==> src/rtl/state_dump_sequencer.sv <==
// rtl/state_dump_sequencer.sv - end-of-program detector and register/memory dump streamer
// Optional feature macro: PC_TRACE_EN (streams each RUN-cycle pc as tag-0 words, adds trace_overflow)
module state_dump_sequencer #(
   parameter int          TIMEOUT_CYCLES = 64,
   parameter int          NUM_REGS       = 32,
   parameter logic [31:0] MEM_BASE       = 32'h4000,
   parameter int          MEM_WORDS      = 4
) (
   input  logic        clk,
   input  logic        reset,
   input  logic [31:0] inst,
   input  logic [31:0] pc,
   output logic [4:0]  rf_addr,
   input  logic [31:0] rf_data,
   output logic [31:0] mem_addr,
   input  logic [31:0] mem_data,
   output logic        out_valid,
   input  logic        out_ready,
   output logic [31:0] out_data,
   output logic [1:0]  out_tag,
   output logic        halted,
   output logic        halt_timeout,
`ifdef PC_TRACE_EN
   output logic        trace_overflow,
`endif
   output logic        done
);

   localparam logic [2:0] S_RUN  = 3'd0;
   localparam logic [2:0] S_REGS = 3'd1;
   localparam logic [2:0] S_MEM  = 3'd2;
   localparam logic [2:0] S_END  = 3'd3;
   localparam logic [2:0] S_FIN  = 3'd4;

   localparam logic [31:0] LAST_RUN_COUNT = 32'(TIMEOUT_CYCLES - 1);
   localparam logic [31:0] LAST_REG_INDEX = 32'(NUM_REGS - 1);
   localparam logic [31:0] LAST_MEM_INDEX = 32'(MEM_WORDS - 1);

   localparam logic [1:0] TAG_PC  = 2'd0;
   localparam logic [1:0] TAG_REG = 2'd1;
   localparam logic [1:0] TAG_MEM = 2'd2;
   localparam logic [1:0] TAG_END = 2'd3;

   logic [2:0]  state;
   logic [31:0] count;
   logic [31:0] index;
   logic        slot_free;
   logic        zero_inst;
   logic        budget_hit;
   logic        accepted;

   // The single output entry may take a new word when empty or being drained this edge
   assign slot_free  = !out_valid || out_ready;
   assign accepted   = out_valid && out_ready;
   assign zero_inst  = (inst == 32'h0);
   assign budget_hit = (count == LAST_RUN_COUNT);

   // Read-port addresses follow the walk index only in the phase that uses them
   assign rf_addr  = (state == S_REGS) ? index[4:0] : 5'd0;
   assign mem_addr = (state == S_MEM) ? (MEM_BASE + index) : MEM_BASE;

`ifndef PC_TRACE_EN
   logic unused_pc;
   assign unused_pc = ^pc;
`endif

   // Sequencer FSM and output register; a load later in the block overrides the post-accept drop
   always_ff @(posedge clk) begin
      if (reset) begin
         state        <= S_RUN;
         count        <= 32'd0;
         index        <= 32'd0;
         out_valid    <= 1'b0;
         out_data     <= 32'd0;
         out_tag      <= 2'd0;
         halted       <= 1'b0;
         halt_timeout <= 1'b0;
         done         <= 1'b0;
`ifdef PC_TRACE_EN
         trace_overflow <= 1'b0;
`endif
      end else begin
         if (accepted) begin
            out_valid <= 1'b0;
         end
         case (state)
            S_RUN: begin
               count <= count + 32'd1;
               if (zero_inst || budget_hit) begin
                  halted       <= 1'b1;
                  halt_timeout <= !zero_inst;
                  state        <= S_REGS;
                  index        <= 32'd0;
               end
`ifdef PC_TRACE_EN
               else if (slot_free) begin
                  out_valid <= 1'b1;
                  out_data  <= pc;
                  out_tag   <= TAG_PC;
               end else begin
                  trace_overflow <= 1'b1;
               end
`endif
            end
            S_REGS: begin
               if (slot_free) begin
                  out_valid <= 1'b1;
                  out_data  <= rf_data;
                  out_tag   <= TAG_REG;
                  if (index == LAST_REG_INDEX) begin
                     index <= 32'd0;
                     state <= S_MEM;
                  end else begin
                     index <= index + 32'd1;
                  end
               end
            end
            S_MEM: begin
               if (slot_free) begin
                  out_valid <= 1'b1;
                  out_data  <= mem_data;
                  out_tag   <= TAG_MEM;
                  if (index == LAST_MEM_INDEX) begin
                     index <= 32'd0;
                     state <= S_END;
                  end else begin
                     index <= index + 32'd1;
                  end
               end
            end
            S_END: begin
               if (slot_free) begin
                  out_valid <= 1'b1;
                  out_data  <= 32'd0;
                  out_tag   <= TAG_END;
                  state     <= S_FIN;
               end
            end
            S_FIN: begin
               if (accepted) begin
                  done <= 1'b1;
               end
            end
            default: begin
               state <= S_RUN;
            end
         endcase
      end
   end

endmodule

==> config.mk <==
export PLATFORM = sky130hd
export DESIGN_NAME = state_dump_sequencer
export DESIGN_NICKNAME = d
export VERILOG_FILES = /design/src/rtl/state_dump_sequencer.sv
export SDC_FILE = /design/constraint.sdc
export NUM_CORES = 1
export LEC_CHECK = 0
export ABC_AREA = 1
export CORE_MARGIN = 4
export CORE_UTILIZATION = 43
export DETAILED_ROUTE_END_ITERATION = 8
export PLACE_DENSITY = 0.87
export SYNTH_ARGS = -nofsm -noshare
export SYNTH_HDL_FRONTEND = slang
export SYNTH_SLANG_ARGS = --single-unit
==> constraint.sdc <==
create_clock -name clk -period 1.5 [get_ports clk]
set_input_delay 0.15 -clock clk [delete_from_list [all_inputs] [get_ports clk]]
set_output_delay 0.15 -clock clk [all_outputs]
set_load 0.05 [all_outputs]
==> metrics, run 1 <==
# IOs 206; largest net degree at the start of global routing 32; Cell variety after synth 37; row cnt 45; type of pin the worst path ends at primary output; H-tree lvl count 3; grt ovf 70; Placed Instances 1600; GPL Wtd Cong 0.969; Synth Instances 1109; sequential area share after synthesis 0.316; CTS Buf Count 9; worst-path endpoint after global-route repair_timing mem_addr[31]; number of synthesized flops with an enable pin 0; Err [ERROR GRT-0232] Routing congestion too high. Check the congestion heatmap in the GUI.; Mean Syn Cell Area 5.99 µm²; top_reg_cell synth dfxtp_1; Chip Height 132 µm; Max Root-Sink Buffers 2; Port Buffers 173; synthesized flop and latch total 105; Initial Utilization 0.439; Hold-fix buffers, CTS 0; post-synth net total 1244; CTS sink count 105; total track usage 0.629; Die Wd 132 µm; failing step global routing (5_1_grt); dpl hpwl 17700 µm; Syn Std Cell Area 6650 µm²; outcome stopped before the end; Synth Warn # 0; Post-synth ARST share 0; Root Driver clkbuf_16
-- routing by layer --
layer	global-route usage	GRT overflow
met1	0.615	4
met2	0.851	37
met3	0.418	5
met4	0.643	24
met5	0.0833	0
-- per-stage QoR --
stage | area, µm² | setup slack [ns] | hold slack, ns | util
2_1_floorplan | 7030 | -0.147 | 0.296 | -
3_3_place_gp | 10400 | -0.286 | 0.443 | 0.689
3_5_place_dp | 10400 | -0.337 | 0.448 | 0.689
4_1_cts | 12800 | -0.532 | 0.342 | 0.845
-- Yosys cell counts (3+ instances only) --
cell	n	area (µm²)
dfxtp_1	105	2100
inv_2	4	15.0
a21oi_1	59	295
nor3_1	26	130
inv_1	113	424
xor2_1	9	78.8
o21ai_1	5	25.0
nor2_4	8	90.1
buf_4	4	30.0
buf_2	15	75.1
o21ai_0	89	445
nor4_1	3	18.8
nor2_1	214	803
ha_1	4	50.1
nand4_1	23	144
nand2_1	273	1020
buf_1	3	11.3
a31oi_1	31	194
nand3_1	67	335
nand2_2	6	37.5
nor2_2	4	25.0
nand3_2	3	30.0
clkbuf_1	22	82.6
-- logic make-up after synthesis --
| family | share of synthesized area |
|---|---|
| xor+xnor | 0.0119 |
| simple gates | 0.414 |
| buf+inv | 0.0975 |
| compound gates | 0.153 |
| flops | 0.316 |
| fa+ha+maj | 0.00753 |
-- repair_timing --
item	in CTS
endpoints found under the setup margin	122
buffers inserted	64
gates resized for setup	285
pin swaps	91
cloned	21
==> inputs of run 2 (changes only) <==
--- a/config.mk
+++ b/config.mk
@@ -7,9 +7,9 @@
 export LEC_CHECK = 0
 export ABC_AREA = 1
 export CORE_MARGIN = 4
-export CORE_UTILIZATION = 43
+export CORE_UTILIZATION = 30
 export DETAILED_ROUTE_END_ITERATION = 8
-export PLACE_DENSITY = 0.87
+export PLACE_DENSITY_LB_ADDON = 0.15
 export SYNTH_ARGS = -nofsm -noshare
 export SYNTH_HDL_FRONTEND = slang
 export SYNTH_SLANG_ARGS = --single-unit
==> constraint.sdc (replaced) <==
create_clock -name clk -period 1.95 [get_ports clk]
set_input_delay 0.195 -clock clk [delete_from_list [all_inputs] [get_ports clk]]
set_output_delay 0.195 -clock clk [all_outputs]
set_load 0.05 [all_outputs]
==> metrics, run 2 <==
Hold-fix buffers, CTS 0; share of layout cells above drive strength 1 0.173; Synth top area share 0.316; worst-path maximum fanout 4; FMAX 496 MHz; Worst Tran Pin Value 0.598 ns; Chip Height 157 µm; synthesized flop and latch total 105; count leader, synth nand2_1; commonest cells after routing, fill and taps aside nand2_1 (262), nor2_1 (198), clkdlybuf4s50_1 (136); commonest non-fill, non-tap cell in the layout nand2_1; sequential area share after synthesis 0.316; Initial Utilization 0.305; Final Critical Period 2.01 ns; Largest regs count (32), index (32), out_data (32); critical path type reg2out; Cell variety after synth 37; Synth Warn # 0; Port Buffers 173; slew margin rel. 0.598; R2R cell count 13; final hold viol count 0; filler cell count 2304; Reg clk slew, reported paths 0.08 ns; Placed Instances 1567; PwrDens 1070 nW/µm²; average wire per cell in the routed design 14.2 µm; area grow syn2layout 50.8%; crit share post-route 1.03; Max Cap Viol 0; GPL Wtd Cong 0.855; outcome finished, violations left; Die Wd 157 µm; largest net degree at the start of global routing 63; VDD IR-drop max 692 µV; top cells by area, synth dfxtp_1 (32%), nand2_1 (15%), nor2_1 (12%); initial antenna violation count 0; Max Root-Sink Buffers 2; Clock Skew 0.00905 ns; drt total wl 22700 µm; post-route ant nets 0; H-tree lvl count 3; CTS tree yes; Synth Instances 1109; die area 24600 µm²; number of synthesized flops with an enable pin 0; final instance area 10000 µm²; row cnt 54; CTS sink count 105; top_reg_cell synth dfxtp_1; hold path depth 3; vias in the first global route 7178; violated checks setup timing; area post-placement 9340 µm²; post-synth net total 1244; DR pass1 iterations 7; Syn Std Cell Area 6650 µm²; total track usage 0.180; global-route wire length before repair 36100 µm; CP endpoint kind output pin; Final nets 1444; reg2reg setup slack 0.12 ns; vias per cell 4.78; Post-synth ARST share 0; Hold Path Origin mem_data[10]; Final setup viols 7; Leak 3.79 nW; Hold/Removal Path Class in2reg; Mean Syn Cell Area 5.99 µm²; setup slack after layout -0.0646 ns; startpoint types flop; Commonest cells post-synth nand2_1 (273), nor2_1 (214), inv_1 (113); Crit path required time 1.75 ns; Layout Cells excl Fill 1594; Clk Latency, worst-skew pair 0.36 ns; Antenna diodes 0; grt ovf 0; initial drt markers 338; dpl hpwl 16500 µm; Reg2Reg Launch Point index[14]; reg-to-reg critical path endpoint state[0]; # IOs 206; Core ar. 21800 µm²; RSZ-0062 raised after global routing true; Worst Path Arrival 1.82 ns; Synth area leader dfxtp_1; CTS Buf Count 9; Hold Path End out_data[10]; Remaining DRCs 0; Root Driver clkbuf_16; via count 7614; fin. max-slew vios 0
==> run 2: kinds of logic after synthesis <==
kind of cell / share of synthesized area
AND/OR/NAND/NOR: 0.414
buffers and inverters: 0.0975
AO/OA/AOI/OAI: 0.153
flip-flops: 0.316
adder cells (fa/ha/maj): 0.00753
XOR/XNOR: 0.0119
==> run 2: worst max-delay path by stage <==
stage / start / to / slack (ns) / depth (start not counted)
floorplan: state[0] / mem_addr[21] / -0.33 / 5
global placement: index[15] / mem_addr[30] / 0.06 / 8
detailed placement: index[14] / mem_addr[30] / -0.002 / 8
CTS: index[15] / mem_addr[30] / -0.08 / 10
global route: index[15] / mem_addr[29] / -0.14 / 9
finish: index[15] / mem_addr[30] / -0.06 / 10
==> run 2: per-layer routing <==
layer  global-route usage  up-vias  part of all wire
li1                     -     3978                 -
met5                    0        -                 0
met1                0.242     3429              0.47
met4               0.0298        0            0.0098
met3               0.0512       18             0.070
met2                0.291      189              0.45
==> run 2: metrics by stage <==
stage                     total power [W]   util  hold slack (ns)  TNS (ns)  setup slack (ns)
after floorplan                   0.00658      -            0.341    -0.828            -0.334
after global placement            0.00863  0.428            0.440         0            0.0599
after detailed placement          0.00865  0.428            0.442  -0.00186          -0.00186
after CTS                          0.0107  0.452            0.373    -0.304           -0.0777
after global routing               0.0114  0.459            0.380    -0.968            -0.144
final                              0.0107  0.459            0.387    -0.204           -0.0646
==> run 2: repair_timing <==
action / CTS / global route
setup buffers: 5 / 7
setup endpoints to repair: 17 / 38
pin swaps: 11 / 10
endpoints found under the hold margin: 0 / 0
resized for setup: 65 / 41
==> run 2: final cells by class <==
class / count / area [µm²] / area share
multi-input combinational: 841 / 4170 / 0.416
tap: 280 / 350 / 0.0350
clock buffer: 9 / 225 / 0.0225
inverter: 118 / 447 / 0.0446
sequential: 105 / 2150 / 0.214
timing repair buffer: 234 / 2610 / 0.260
clock inverter: 7 / 73.8 / 0.00736
==> run 2: report_power, final <==
| part | internal, W | switching (W) |
|---|---|---|
| Clock | 0.000910 | 0.000978 |
| Combinational | 0.00205 | 0.00377 |
| Sequential | 0.00266 | 0.000345 |
==> run 2: worst max-delay path, cell delays in order (launching register included) <==
cell,delay (ns)
dfxtp_4,0.37
ha_4,0.17
nand2_4,0.10
nor2_4,0.05
nand2_4,0.09
nor3_4,0.04
nand2_1,0.07
inv_2,0.04
buf_6,0.11
a211oi_4,0.24
buf_12,0.17
(Power assumes the default switching activity.)
==> inputs of run 3 (changes only) <==
--- a/config.mk
+++ b/config.mk
@@ -6,6 +6,7 @@
 export NUM_CORES = 1
 export LEC_CHECK = 0
 export ABC_AREA = 1
+export CAP_MARGIN = 20
 export CORE_MARGIN = 4
 export CORE_UTILIZATION = 30
 export DETAILED_ROUTE_END_ITERATION = 8
==> results of run 3 <==
Same layout as run 2: the final DEF is identical, and so are final timing and power.
==> inputs of run 4 (changes only) <==
--- a/config.mk
+++ b/config.mk
@@ -14,3 +14,4 @@
 export SYNTH_ARGS = -nofsm -noshare
 export SYNTH_HDL_FRONTEND = slang
 export SYNTH_SLANG_ARGS = --single-unit
+export TNS_END_PERCENT = 100
==> results of run 4 <==
Same layout as run 2: the final DEF is identical, and so are final timing and power.
